--- src/rtl/minsoc_clkgen_pkg.sv ---
// Shared definitions for the minsoc clock-enable / reset sequencer:
// default parameter values, 2-bit sequencer state encoding and a small
// sizing helper.
package minsoc_clkgen_pkg;

   localparam int unsigned DEF_NUM_CH     = 2;
   localparam int unsigned DEF_CNT_W      = 8;
   localparam int unsigned DEF_RST_DELAY  = 2;
   localparam int unsigned DEF_RST_CYCLES = 16;
   localparam int unsigned DEF_STAGGER    = 4;

   localparam logic [1:0] ST_DELAY   = 2'd0;
   localparam logic [1:0] ST_ASSERT  = 2'd1;
   localparam logic [1:0] ST_RELEASE = 2'd2;
   localparam logic [1:0] ST_RUN     = 2'd3;

   typedef enum logic [1:0] {
      S_DELAY   = ST_DELAY,
      S_ASSERT  = ST_ASSERT,
      S_RELEASE = ST_RELEASE,
      S_RUN     = ST_RUN
   } seq_state_e;

   // Largest of three cycle counts, used to size the sequencer counter.
   function automatic int unsigned max3(input int unsigned a,
                                        input int unsigned b,
                                        input int unsigned c);
      int unsigned m;
      m = (a > b) ? a : b;
      return (m > c) ? m : c;
   endfunction

endpackage

--- src/rtl/minsoc_clkgen_div.sv ---
// One clock-enable channel: a half-period counter that strobes clk_en_o
// and flips tgl_o each time it reaches the programmed half period.
// A zero half period behaves like one (strobe every cycle).
module minsoc_clkgen_div
   import minsoc_clkgen_pkg::*;
#(
   parameter int unsigned CNT_W = DEF_CNT_W
) (
   input  logic             clk_i,
   input  logic             reset_i,
   input  logic             hold_i,
   input  logic [CNT_W-1:0] div_half_i,
   output logic             clk_en_o,
   output logic             tgl_o
);

   logic [CNT_W-1:0] cnt_q, cnt_d;
   logic [CNT_W-1:0] eff;
   logic             clk_en_q, clk_en_d;
   logic             tgl_q, tgl_d;
   logic             tc;

   assign eff = (div_half_i == '0) ? CNT_W'(1) : div_half_i;
   // ">=" rather than "==" so a shrinking half period strobes at once
   // instead of letting the counter run on and wrap.
   assign tc  = (cnt_q >= (eff - CNT_W'(1)));

   // Next-state: reload and strobe on terminal count, else count up.
   always_comb begin
      cnt_d    = cnt_q + CNT_W'(1);
      clk_en_d = 1'b0;
      tgl_d    = tgl_q;
      if (tc) begin
         cnt_d    = '0;
         clk_en_d = 1'b1;
         tgl_d    = ~tgl_q;
      end
   end

   // Registers; held at zero while the channel is in reset or disabled.
   always_ff @(posedge clk_i) begin
      if (reset_i || hold_i) begin
         cnt_q    <= '0;
         clk_en_q <= 1'b0;
         tgl_q    <= 1'b0;
      end else begin
         cnt_q    <= cnt_d;
         clk_en_q <= clk_en_d;
         tgl_q    <= tgl_d;
      end
   end

   assign clk_en_o = clk_en_q;
   assign tgl_o    = tgl_q;

endmodule

--- src/rtl/minsoc_clkgen_seq.sv ---
// minsoc reset sequencer and clock-enable generator.
// Sequence: DELAY (rst_o low) -> ASSERT (rst_o high) -> RELEASE (channel
// resets dropped) -> RUN. A software request in RUN re-enters ASSERT.
// Optional feature macro MINSOC_CLKGEN_STAGGER_EN: when defined, channel
// i leaves reset i*STAGGER cycles after channel 0; otherwise all channels
// leave reset together and RELEASE lasts a single cycle.
module minsoc_clkgen_seq
   import minsoc_clkgen_pkg::*;
#(
   parameter int unsigned NUM_CH     = DEF_NUM_CH,
   parameter int unsigned CNT_W      = DEF_CNT_W,
   parameter int unsigned RST_DELAY  = DEF_RST_DELAY,
   parameter int unsigned RST_CYCLES = DEF_RST_CYCLES,
   parameter int unsigned STAGGER    = DEF_STAGGER
) (
   input  logic                    clock,
   input  logic                    reset,
   input  logic                    en,
   input  logic [NUM_CH*CNT_W-1:0] div_half,
   input  logic                    sw_rst_req,
   output logic                    rst_o,
   output logic [NUM_CH-1:0]       rst_ch_o,
   output logic [NUM_CH-1:0]       clk_en_o,
   output logic [NUM_CH-1:0]       tgl_o,
   output logic                    seq_done
);

`ifdef MINSOC_CLKGEN_STAGGER_EN
   localparam int unsigned STG = STAGGER;
`else
   localparam int unsigned STG = 0;
`endif
   // Cycle index within RELEASE at which the last channel is let go.
   localparam int unsigned REL_LAST = (NUM_CH - 1) * STG;
   // Counter sized for the longest phase (stagger span included either way).
   localparam int unsigned SEQ_MAX  = max3(RST_DELAY, RST_CYCLES, (NUM_CH - 1) * STAGGER);
   localparam int unsigned SEQ_W    = $clog2(SEQ_MAX + 2);

   seq_state_e        state_q;
   logic [SEQ_W-1:0]  cnt_q;
   logic [31:0]       nxt_cnt;
   logic              rst_q;
   logic [NUM_CH-1:0] rst_ch_q;
   logic              done_q;
   logic [NUM_CH-1:0] rel_first;
   logic [NUM_CH-1:0] rel_keep;

   assign nxt_cnt = 32'(cnt_q) + 32'd1;

   // Channel reset masks: for the first RELEASE cycle, and for the cycle
   // after the current one while RELEASE continues.
   always_comb begin
      rel_first = '0;
      rel_keep  = '0;
      for (int i = 0; i < NUM_CH; i++) begin
         rel_first[i] = (32'(i) * STG) > 32'd0;
         rel_keep[i]  = (32'(i) * STG) > nxt_cnt;
      end
   end

   // Sequencer FSM with registered reset/done outputs.
   always_ff @(posedge clock) begin
      if (reset) begin
         state_q  <= S_DELAY;
         cnt_q    <= '0;
         rst_q    <= 1'b0;
         rst_ch_q <= '1;
         done_q   <= 1'b0;
      end else begin
         case (state_q)
            S_DELAY: begin
               if (nxt_cnt >= RST_DELAY) begin
                  state_q <= S_ASSERT;
                  cnt_q   <= '0;
                  rst_q   <= 1'b1;
               end else begin
                  cnt_q   <= SEQ_W'(nxt_cnt);
               end
            end
            S_ASSERT: begin
               if (nxt_cnt >= RST_CYCLES) begin
                  state_q  <= S_RELEASE;
                  cnt_q    <= '0;
                  rst_q    <= 1'b0;
                  rst_ch_q <= rel_first;
               end else begin
                  cnt_q    <= SEQ_W'(nxt_cnt);
               end
            end
            S_RELEASE: begin
               if (32'(cnt_q) >= REL_LAST) begin
                  state_q  <= S_RUN;
                  cnt_q    <= '0;
                  rst_ch_q <= '0;
                  done_q   <= 1'b1;
               end else begin
                  cnt_q    <= SEQ_W'(nxt_cnt);
                  rst_ch_q <= rel_keep;
               end
            end
            S_RUN: begin
               // Software re-reset skips DELAY; requests elsewhere are dropped.
               if (sw_rst_req) begin
                  state_q  <= S_ASSERT;
                  cnt_q    <= '0;
                  rst_q    <= 1'b1;
                  rst_ch_q <= '1;
                  done_q   <= 1'b0;
               end
            end
            default: begin
               state_q <= S_DELAY;
               cnt_q   <= '0;
            end
         endcase
      end
   end

   // Per-channel dividers; each is held while its channel reset is high
   // or the global enable is low.
   for (genvar g = 0; g < NUM_CH; g++) begin : g_ch
      minsoc_clkgen_div #(
         .CNT_W (CNT_W)
      ) u_div (
         .clk_i      (clock),
         .reset_i    (reset),
         .hold_i     (rst_ch_q[g] | ~en),
         .div_half_i (div_half[g*CNT_W +: CNT_W]),
         .clk_en_o   (clk_en_o[g]),
         .tgl_o      (tgl_o[g])
      );
   end

   assign rst_o    = rst_q;
   assign rst_ch_o = rst_ch_q;
   assign seq_done = done_q;

endmodule

--- config.mk ---
export PLATFORM = sky130hd
export DESIGN_NAME = minsoc_clkgen_seq
export DESIGN_NICKNAME = d
export VERILOG_FILES = /design/src/rtl/minsoc_clkgen_pkg.sv /design/src/rtl/minsoc_clkgen_div.sv /design/src/rtl/minsoc_clkgen_seq.sv
export SDC_FILE = /design/constraint.sdc
export NUM_CORES = 1
export LEC_CHECK = 0
export CORE_AREA = 3 3 62 64
export DETAILED_ROUTE_END_ITERATION = 10
export DIE_AREA = 0 0 65 67
export GPL_ROUTABILITY_DRIVEN = 0
export GPL_TIMING_DRIVEN = 0
export HOLD_SLACK_MARGIN = 0.1
export PLACE_DENSITY = 0.87
export SYNTH_ARGS = -nofsm -noshare
export SYNTH_HDL_FRONTEND = slang
export SYNTH_SLANG_ARGS = --single-unit
--- constraint.sdc ---
create_clock -name clock -period 5.28 [get_ports clock]
set_input_delay 1.056 -clock clock [delete_from_list [all_inputs] [get_ports clock]]
set_output_delay 1.056 -clock clock [all_outputs]
set_load 0.01 [all_outputs]
==> Implementation_results.wiki <==
{| class="wikitable"
! Metric !! Value
|-
| Setup TNS after final layout || 0 ns
|-
| Combined area of all synthesized cells || 1980 µm²
|-
| Antenna violations before repair || 0
|-
| Netlist cell types || 41
|-
| Post-synthesis async set-or-reset flop share || 0%
|-
| Worst Setup Path Type || in2reg
|-
| Number of DRC violations after detailed-routing iteration 0 || 56
|-
| Post-CTS Hold Buffers || 0
|-
| Layout cells sized above 1 || 6.98%
|-
| Crit path largest cell delay || 0.60 ns
|-
| Synth warn || 0
|-
| First-pass detailed-route iteration total || 4
|-
| Setup repair after global routing missed its margin || no
|-
| Master cell of the clock root buffer || sky130_fd_sc_hd__clkbuf_4
|-
| Setup Fix Bufs, Post-CTS || 0
|-
| Worst Setup End Kind || flop
|-
| Detailed-route wire length per cell || 13.0 µm
|-
| Sequential group share of total power || 43.0%
|-
| Crit. path cell count || 14
|-
| Final antenna diode count || 0
|-
| Combinational group share of total power || 34.6%
|-
| Half-perimeter wire length after placement || 3050 µm
|-
| WL met2 || 1890 µm
|-
| Library cell contributing the largest single delay on the critical path || sky130_fd_sc_hd__or4_1
|-
| CTS resizes || 0
|-
| Synth Area per Inst || 8.88 µm²
|-
| Floorplan die width || 65 µm
|-
| Worst hold path type || reg2reg
|-
| Critical path origin || div_half[10]
|-
| Vias per std cell || 5.62
|-
| Share of total power in the clock network || 22.4%
|-
| Pin count of the biggest net entering global routing || 11
|-
| Die area || 4360 µm²
|-
| TritonCTS Sinks || 30
|-
| Worst setup slack after placement || 0.884 ns
|-
| Largest area contributor in the synthesized netlist || sky130_fd_sc_hd__dfxtp_1
|-
| Minimum clock period after layout || 4.09 ns
|-
| Final clock period utilization by the worst path || 77.4%
|-
| Growth of design area from synthesis to finish || 19.6%
|-
| Net Switching || 205 µW
|-
| Total wire length || 3970 µm
|-
| R2R setup slack || 3.32 ns
|-
| Sw frac || 32.6%
|-
| Starting utilization of the core area || 59.3%
|-
| Number of levels the H-tree was split into || 2
|-
| Synth Net Count || 272
|-
| Register area share after synthesis || 30.3%
|-
| Area share of the largest cell type after synthesis || 30.3%
|-
| Std-Cell Core Area || 3340 µm²
|-
| Count of maximum capacitance violations || 0
|-
| Quantity of I/O buffers inserted on ports || 27
|-
| Die height || 67 µm
|-
| Slew @ Worst Pin || 0.684 ns
|-
| Destination of the critical timing path || g_ch[1].u_div.cnt_q[2]
|-
| Global routing usage summed across all routing layers || 20.9%
|-
| Clock skew after layout || 0.00823 ns
|-
| Hold Violations, Final || 0
|-
| Worst flop-to-flop path endpoint || cnt_q[0]
|-
| Utilization after layout || 70.9%
|-
| Register bit total from synthesis || 30
|-
| Residual overflow from global routing || 0
|-
| Slew Limit Headroom || 54.3%
|-
| Total power divided by cell area || 265 nW/µm²
|-
| Cell-internal power || 422 µW
|-
| Count of flip-flops with a built-in enable after synthesis || 0
|-
| Clock tree from TritonCTS || done
|-
| Result of the run || completed
|-
| Count of endpoints failing setup in the final report || 0
|-
| Remaining DRCs || 0
|-
| Fmax || 0.245 GHz
|-
| Highest routing layer actually used || met4
|-
| Clock transition time at the flip-flop clock pins of the worst setup and hold paths || 0.09 ns
|-
| Launching element type of the critical path || input port
|-
| Via count of the routed design || 1709
|-
| Worst EP arrival || 4.34 ns
|-
| Instance count of the mapped netlist || 223
|-
| Via count of the first global-routing pass || 1736
|-
| Clock buffer depth || 2
|-
| Number of nets at the end of the flow || 306
|-
| Cell-by-cell listing of the critical path || clkdlybuf4s50_1 -> or4_1 -> nor3_2 -> a21oi_1 -> ha_1 -> inv_1 -> or3_2 -> xor2_1 -> ha_1 -> a21o_1 -> a21oi_1 -> o21ai_0 -> a311o_1 -> nor2_1
|-
| Kind of cell adding the most delay to the critical path || compound AO/OA/AOI/OAI gates
|-
| Clk Latency, worst-skew pair || 0.32 ns
|-
| Largest voltage drop on the vdd net || 231 µV
|-
| Required time at the endpoint of the critical path || 5.54 ns
|-
| Top Ports || 28
|-
| Number of non-filler instances in the completed layout || 304
|-
| Clock buffers created by TritonCTS || 5
|-
| Dominant cells by area after synthesis || sky130_fd_sc_hd__dfxtp_1 30%, sky130_fd_sc_hd__ha_1 18%, sky130_fd_sc_hd__nor2_1 6.1%
|-
| Fin. max-slew vios || 0
|-
| Met3 WL post-DR || 167 µm
|-
| Worst-path fanout max || 7
|-
| R2r startpoint || cnt_q[0]
|-
| Global-route wire length before repair || 7180 µm
|-
| Number of cell instances on the worst register-to-register path || 6
|-
| Setup slack after layout || 1.19 ns
|-
| Top flip-flop cell by instance count after synthesis || sky130_fd_sc_hd__dfxtp_1
|-
| Tot Pwr || 627 µW
|-
| Post-route ant nets || 0
|-
| Rows || 21
|-
| Post-Place Cells || 296
|-
| WP buf/inv || 2
|-
| Leak Pwr || 0.00104 µW
|-
| Met1 Routed Length || 1850 µm
|}
[stage by stage]
step	hold slack, ns	instance area [µm²]
after floorplan	0.437	1980
after global placement	0.460	2310
after detailed placement	0.471	2310
after CTS	0.486	2370
after global routing	0.508	2370
final	0.485	2370
[placed cells by master (no fill, tap or decap), drive strengths merged, types with 5 or more instances in the layout]
cell type and instances:
a21o 7, a21oi 11, and3 6, buf 5, clkbuf 9, clkdlybuf4s50 27, dfxtp 30, ha 29
inv 8, nand2b 9, nand3 12, nor2 32, xnor2 11, xor2 13
[kinds of logic (layout without fill, tap and decap cells)]
group | count (synthesis) | after routing | share of synthesized area (%)
and+or+nand+nor | 83 | 83 | 21.8
xor gates and xnor gates | 24 | 24 | 10.6
muxes | 4 | 4 | 2.09
adders and majority gates | 29 | 29 | 18.3
DFF | 30 | 30 | 30.3
AOI/OAI and AO/OA | 38 | 38 | 13.0
buffers and inverters | 15 | 50 | 3.79
[power by group through the flow]
stage | sequential [µW] | combinational (µW) | clock (µW)
2_1_floorplan | 274 | 139 | 0
3_3_place_gp | 273 | 204 | 0
3_5_place_dp | 274 | 209 | 0
4_1_cts | 269 | 216 | 144
5_1_grt | 272 | 241 | 154
6_report | 270 | 217 | 140
[synthesized netlist by cell type, drive strengths merged, types with 4 or more instances]
library cell  instances
nor3                  4
and3                  6
nand3                12
o21ai                 4
xnor2                11
nand2                 4
nand2b                9
ha                   29
a21o                  7
nor2                 32
buf                   5
a21oi                11
xor2                 13
inv                   8
dfxtp                30
[worst register-to-register path: cells and delay by family, from the launching register on]
family | cells | cell delay [ns]
compound gates | 2 | 0.35
fa+ha+maj | 1 | 0.30
xor+xnor | 1 | 0.10
flops | 1 | 0.44
simple gates | 2 | 0.71
[worst min path at each step]
stage / from / cells after the start / to
after global placement: g_ch[0].u_div.cnt_q[0] / 1 / g_ch[0].u_div.cnt_q[0]
final: rst_o / 2 / rst_o
after floorplan: g_ch[0].u_div.cnt_q[0] / 1 / g_ch[0].u_div.cnt_q[0]
after CTS: rst_o / 2 / rst_o
after global routing: rst_o / 2 / rst_o
after detailed placement: g_ch[0].u_div.cnt_q[0] / 1 / g_ch[0].u_div.cnt_q[0]
[layout make-up]
class | instances | area [µm²]
Multi-Input combinational cell | 178 | 1300
Fill cell | 260 | 970
Sequential cell | 30 | 601
Timing Repair Buffer | 27 | 270
Tap cell | 46 | 57.6
Clock buffer | 7 | 55.1
Buffer | 7 | 45.0
Inverter | 8 | 30.0
Clock inverter | 1 | 5.00
[layer usage]
layer	track usage [%]	vias to the layer above
li1	-	857
met1	24.5	804
met2	37.3	42
met3	3.71	6
met4	8.44	0
met5	0	-
[state kept, by name, indices dropped and copies added (netlist names)]
register / cells
seq_done: 1
rst_ch_o: 1
g_ch.u_div.clk_en_o: 2
g_ch.u_div.cnt_q: 16
g_ch.u_div.tgl_o: 2
cnt_q: 5
state_q: 2
rst_o: 1
Power figures use the tool's default switching activity.
